--- src/rtl/win_score_tracker.sv ---
// Purpose : per-player win counter with seven-segment digits, playfield reset pulse and match-over latch.
// Latency : 1 cycle from a qualifying rising edge to Hex/ResetGame/GameOver/Winner; every output is registered.
// Backpr. : none; credits that arrive during the reset pulse or after the match is decided are dropped.
//
// Ports:
//   Clock     - system clock, single domain
//   Reset     - synchronous, active-high; returns everything to the power-on picture
//   Button    - debounced action button, gates every player's win indicator
//   WinEvent  - per-player win indicator, bit i = player i
//   Hex       - active-low gfedcba segments, player i on bits [7i+6:7i]
//   ResetGame - playfield reset, high for RESET_PULSE cycles after each non-final win
//   GameOver  - high once some player reaches WIN_TARGET; held until Reset
//   Winner    - index of the winning player, meaningful while GameOver=1
module win_score_tracker #(
  parameter int NUM_PLAYERS = 2,
  parameter int WIN_TARGET  = 7,
  parameter int RESET_PULSE = 4,
  localparam int WW = (NUM_PLAYERS > 1) ? $clog2(NUM_PLAYERS) : 1
) (
  input  logic                       Clock,
  input  logic                       Reset,
  input  logic                       Button,
  input  logic [NUM_PLAYERS-1:0]     WinEvent,
  output logic [7*NUM_PLAYERS-1:0]   Hex,
  output logic                       ResetGame,
  output logic                       GameOver,
  output logic [WW-1:0]              Winner
);

  // Pulse counter only has to hold RESET_PULSE-1.
  localparam int CW = (RESET_PULSE > 1) ? $clog2(RESET_PULSE) : 1;
  localparam logic [3:0]    TARGET     = 4'(WIN_TARGET);
  localparam logic [CW-1:0] PULSE_LAST = CW'(RESET_PULSE - 1);

  typedef enum logic [1:0] {
    PLAY  = 2'd0,
    PULSE = 2'd1,
    DONE  = 2'd2
  } state_t;

  state_t                 state;
  logic [CW-1:0]          pulse_cnt;
  logic [NUM_PLAYERS-1:0] qual;
  logic [NUM_PLAYERS-1:0] hist;
  logic [NUM_PLAYERS-1:0] rise;
  logic [3:0]             score [NUM_PLAYERS];

  logic                   credit_vld;
  logic [WW-1:0]          credit_idx;
  logic [3:0]             credit_score;

  // Active-low gfedcba encoding for one decimal digit.
  function automatic logic [6:0] seg7(input logic [3:0] v);
    logic [6:0] s;
    case (v)
      4'd0:    s = 7'b1000000;
      4'd1:    s = 7'b1111001;
      4'd2:    s = 7'b0100100;
      4'd3:    s = 7'b0110000;
      4'd4:    s = 7'b0011001;
      4'd5:    s = 7'b0010010;
      4'd6:    s = 7'b0000010;
      4'd7:    s = 7'b1111000;
      4'd8:    s = 7'b0000000;
      4'd9:    s = 7'b0010000;
      default: s = 7'b1111111;
    endcase
    return s;
  endfunction

  assign qual = WinEvent & {NUM_PLAYERS{Button}};
  // hist resets to all ones, so a qualifier held through reset release
  // must drop and rise again before it can score.
  assign rise = qual & ~hist;

  // Lowest-index rising edge takes the credit. The loop walks downward so the
  // last assignment is the lowest set bit; the other edges are simply lost.
  always_comb begin
    credit_vld   = 1'b0;
    credit_idx   = '0;
    credit_score = 4'd0;
    for (int i = NUM_PLAYERS - 1; i >= 0; i--) begin
      if (rise[i]) begin
        credit_vld   = 1'b1;
        credit_idx   = WW'(i);
        credit_score = score[i] + 4'd1;
      end
    end
  end

  always_ff @(posedge Clock) begin
    if (Reset) begin
      state     <= PLAY;
      pulse_cnt <= '0;
      hist      <= '1;
      ResetGame <= 1'b0;
      GameOver  <= 1'b0;
      Winner    <= '0;
      Hex       <= {NUM_PLAYERS{7'b1000000}};
      for (int i = 0; i < NUM_PLAYERS; i++) begin
        score[i] <= 4'd0;
      end
    end else begin
      // Edge history tracks the qualifiers in every state, so a qualifier
      // held across a pulse cannot produce a second credit afterwards.
      hist <= qual;

      case (state)
        PLAY: begin
          if (credit_vld) begin
            for (int i = 0; i < NUM_PLAYERS; i++) begin
              if (WW'(i) == credit_idx) begin
                score[i]      <= credit_score;
                Hex[7*i +: 7] <= seg7(credit_score);
              end
            end
            if (credit_score == TARGET) begin
              // Final win: latch the result, no playfield pulse.
              state    <= DONE;
              GameOver <= 1'b1;
              Winner   <= credit_idx;
            end else begin
              // ResetGame goes high on this edge and stays for RESET_PULSE
              // cycles; the counter counts the remaining high edges.
              state     <= PULSE;
              ResetGame <= 1'b1;
              pulse_cnt <= PULSE_LAST;
            end
          end
        end

        PULSE: begin
          if (pulse_cnt == '0) begin
            state     <= PLAY;
            ResetGame <= 1'b0;
          end else begin
            pulse_cnt <= pulse_cnt - CW'(1);
          end
        end

        DONE: begin
          // Terminal until Reset; scores, Winner and GameOver stay frozen.
        end

        default: begin
          state     <= PLAY;
          ResetGame <= 1'b0;
        end
      endcase
    end
  end

endmodule

--- config.mk ---
export PLATFORM = sky130hd
export DESIGN_NAME = win_score_tracker
export DESIGN_NICKNAME = d
export VERILOG_FILES = /design/src/rtl/win_score_tracker.sv
export SDC_FILE = /design/constraint.sdc
export NUM_CORES = 1
export LEC_CHECK = 0
export BUFFER_PORTS_ARGS = -buffer_cell sky130_fd_sc_hd__buf_2
export CAP_MARGIN = 20
export CELL_PAD_IN_SITES_DETAIL_PLACEMENT = 1
export CELL_PAD_IN_SITES_GLOBAL_PLACEMENT = 1
export CORE_MARGIN = 1
export CORE_UTILIZATION = 47
export DETAILED_ROUTE_END_ITERATION = 12
export PLACE_DENSITY = 0.93
export REMOVE_ABC_BUFFERS = 1
export SYNTH_ARGS = -nofsm -noshare
export SYNTH_HDL_FRONTEND = slang
export SYNTH_SLANG_ARGS = --single-unit
--- constraint.sdc ---
create_clock -name Clock -period 3.4 [get_ports Clock]
set_input_delay 0.68 -clock Clock [delete_from_list [all_inputs] [get_ports Clock]]
set_output_delay 0.68 -clock Clock [all_outputs]
set_load 0.02 [all_outputs]
==> impl_results.md <==
* Path type of the worst setup path: flip-flop to flip-flop
* Full die area at 0.003557 mm2
* Max Cap Viol at 0
* Post-CTS Setup Bufs at 0
* Clock sink count at 31
* CP Max Fanout at 7
* Pins over their slew limit at 0
* CTS buffer count at 5
* Slew headroom at 0.5859
* Mux contribution to synthesized area at 0.03365
* GRT Residual Overflow at 0
* Pint at 510.7 uW
* # DRC at 0
* Clk slew on worst S/H paths at 0.10 ns
* Clock Power Share at 0.291
* Switching power at 199.0 uW
* Cell row count at 20
* Layout cells sized above 1 at 0.2222
* Syn_area_per_cell at 10.27 um2
* Final hold violation count at 0
* Fmax at 464.1 MHz
* Worst Reg-to-Reg Cells at 6
* RSZ-0062 raised after global routing: no
* Root Buffer: clkbuf_4
* Most frequent cells in the layout: dfxtp_1 (23), buf_2 (21), nand2_1 (13)
* Setup TNS at 0 ns
* Ys Warns at 0
* Combinational family with the most area after synthesis: compound AO/OA/AOI/OAI gates
* PortBufs at 21
* Post-synthesis sequential area ratio at 0.4487
* N_diodes at 0
* Tot GR Track Use at 0.2582
* Die Ht at 59.64 um
* Worst Max-Slew Pin Slew at 0.6212 ns
* Crit path launch type: flip-flop
* # nets final at 192
* Fin Clk Skew at 0.007154 ns
* Power consumption at 709.8 uW
* Power per cell area at 400.9 mW/mm2
* Async SR Flop Fraction at 0
* Crit path required time at 3.62 ns
* Global-route wire length before repair at 6575 um
* CTS H-tree depth at 2
* Wl on met1 at 1662 um
* Compound-cell area share of the yosys netlist at 0.2388
* Ys flop type: dfxtp_1
* Remaining antenna violation count after routing at 0
* Cell Area, Synth at 0.001561 mm2
* Io pins at 22
* Hold Crit Depth at 2
* Gp weighted congestion at 0.9462
* Vias at 1283
* Status: finished, final reports clean
* Post-Synth Simple-Gate Area at 0.1651
* Total Wirelength at 3895 um
* Synth unique cells at 49
* Bufs on Longest Clock Path at 2
* Leakage at 0.0007275 uW
* DRT Pass-1 Iters at 4
* Cells after Synth at 152
* Hold_buf cts at 0
* Highest routed metal layer: met4
* Number of global-route vias before repair at 1373
* CTS tree: built
* Initial DRC count at 51
* Initial Utilization at 0.5032
* Post-synth EDFFs at 8
* Met3 wire length at 142 um
* PostCTS Resize Cnt at 0
* Chip width at 59.64 um
* HPWL Detailed at 3110 um
* Met2 routed WL at 2023 um
* Largest net degree at the start of global routing at 13
* Fin crit period at 2.155 ns
* Worst-Skew Late Latency at 0.34 ns
* Core Area at 0.003103 mm2
* WL/cell at 17.39 um
* Peak VDD IR at 0.1903 mV
* Area Growth Syn to Fin at 13.38%
* FF+latch count, synth at 31
* Sequential Power Share at 0.565
* Crit. End Element: flip-flop
* Logic pwr share at 0.144
* Final Cycle Share at 0.6338
* Antenna violations before repair at 0
* Vias per inst at 5.728
* CP arrival at 2.37 ns
* Xor/xnor share of the synthesized area at 0.02244
* Synth Area in Adders at 0.06410
* Worst hold path class: flip-flop to flip-flop
* Sw frac at 0.2804
* Commonest non-fill, non-tap cell in the layout: dfxtp_1
* Final number of setup-violating endpoints at 0
[cell families after synthesis]
kind of cell,count (synthesis)
AO/OA/AOI/OAI,47
multiplexers,5
flip-flops,31
adder cells (fa/ha/maj),8
XOR/XNOR,4
AND/OR/NAND/NOR,46
buffers and inverters,11
[final timing paths]
kind | start | endpoint | slack (ns)
worst max-delay path | score[0][4] | Hex[8] | 1.25
worst max register to register | score[0][4] | Hex[8] | 1.25
worst min register to register | Hex[7] | Hex[7] | 0.46
worst min-delay path | Hex[7] | Hex[7] | 0.46
[critical path, stage by stage (launching register included)]
cell,delay (ns)
edfxtp_1,0.47
ha_1,0.34
a32o_1,0.33
ha_1,0.37
o211ai_1,0.11
a22oi_1,0.26
o21ai_0,0.15
[flip-flops by register name, summed over array words and instances (netlist names)]
register and cells:
Hex 14, score 8, hist 2, pulse_cnt 2
state 2, GameOver 1, ResetGame 1, Winner 1
[cell type report]
class	instances	area (um2)
clock buffers	7	45.04
clock inverters	1	5.005
fillers	387	1333
inverters	9	33.78
multi-input cells	110	818.3
flip-flops and latches	31	700.7
well taps	44	55.05
repair buffers	22	112.6
[stage by stage]
stage	setup slack [ns]	util	instance area [um2]	cells	hold WS, ns
global placement	0.9755	0.5544	1720	216	0.4286
detailed placement	0.9221	0.5544	1720	216	0.4387
CTS	1.272	0.5706	1770	224	0.4606
finish	1.245	0.5706	1770	224	0.4566
global route	1.125	0.5706	1770	224	0.4919
floorplan	1.328	-	1553	150	0.4726
[per-layer routing]
| metal | vias up | global-route usage |
|---|---|---|
| li1 | 624 | - |
| met1 | 625 | 0.3019 |
| met2 | 26 | 0.4524 |
| met3 | 8 | 0.06769 |
| met4 | 0 | 0.08970 |
| met5 | - | 0 |
[synthesized netlist by cell type, drive strengths merged, types with 5 or more instances]
| cell type | instances | area (um2) |
|---|---|---|
| o22ai | 5 | 31.28 |
| o21ai | 6 | 30.03 |
| o31ai | 6 | 45.04 |
| dfxtp | 23 | 460.4 |
| nand2 | 14 | 60.06 |
| edfxtp | 8 | 240.2 |
| a21oi | 5 | 25.02 |
| ha | 8 | 100.1 |
| inv | 9 | 33.78 |
| nor2 | 10 | 37.54 |
[power by group through the flow]
stage / combinational, uW / clock, uW / sequential, uW
after global placement: 96.8 / 0 / 408
final: 102 / 206 / 401
after global routing: 113 / 229 / 403
after floorplan: 66.8 / 0 / 411
after detailed placement: 102 / 0 / 410
after CTS: 102 / 210 / 401
Power figures use the tool's default switching activity.
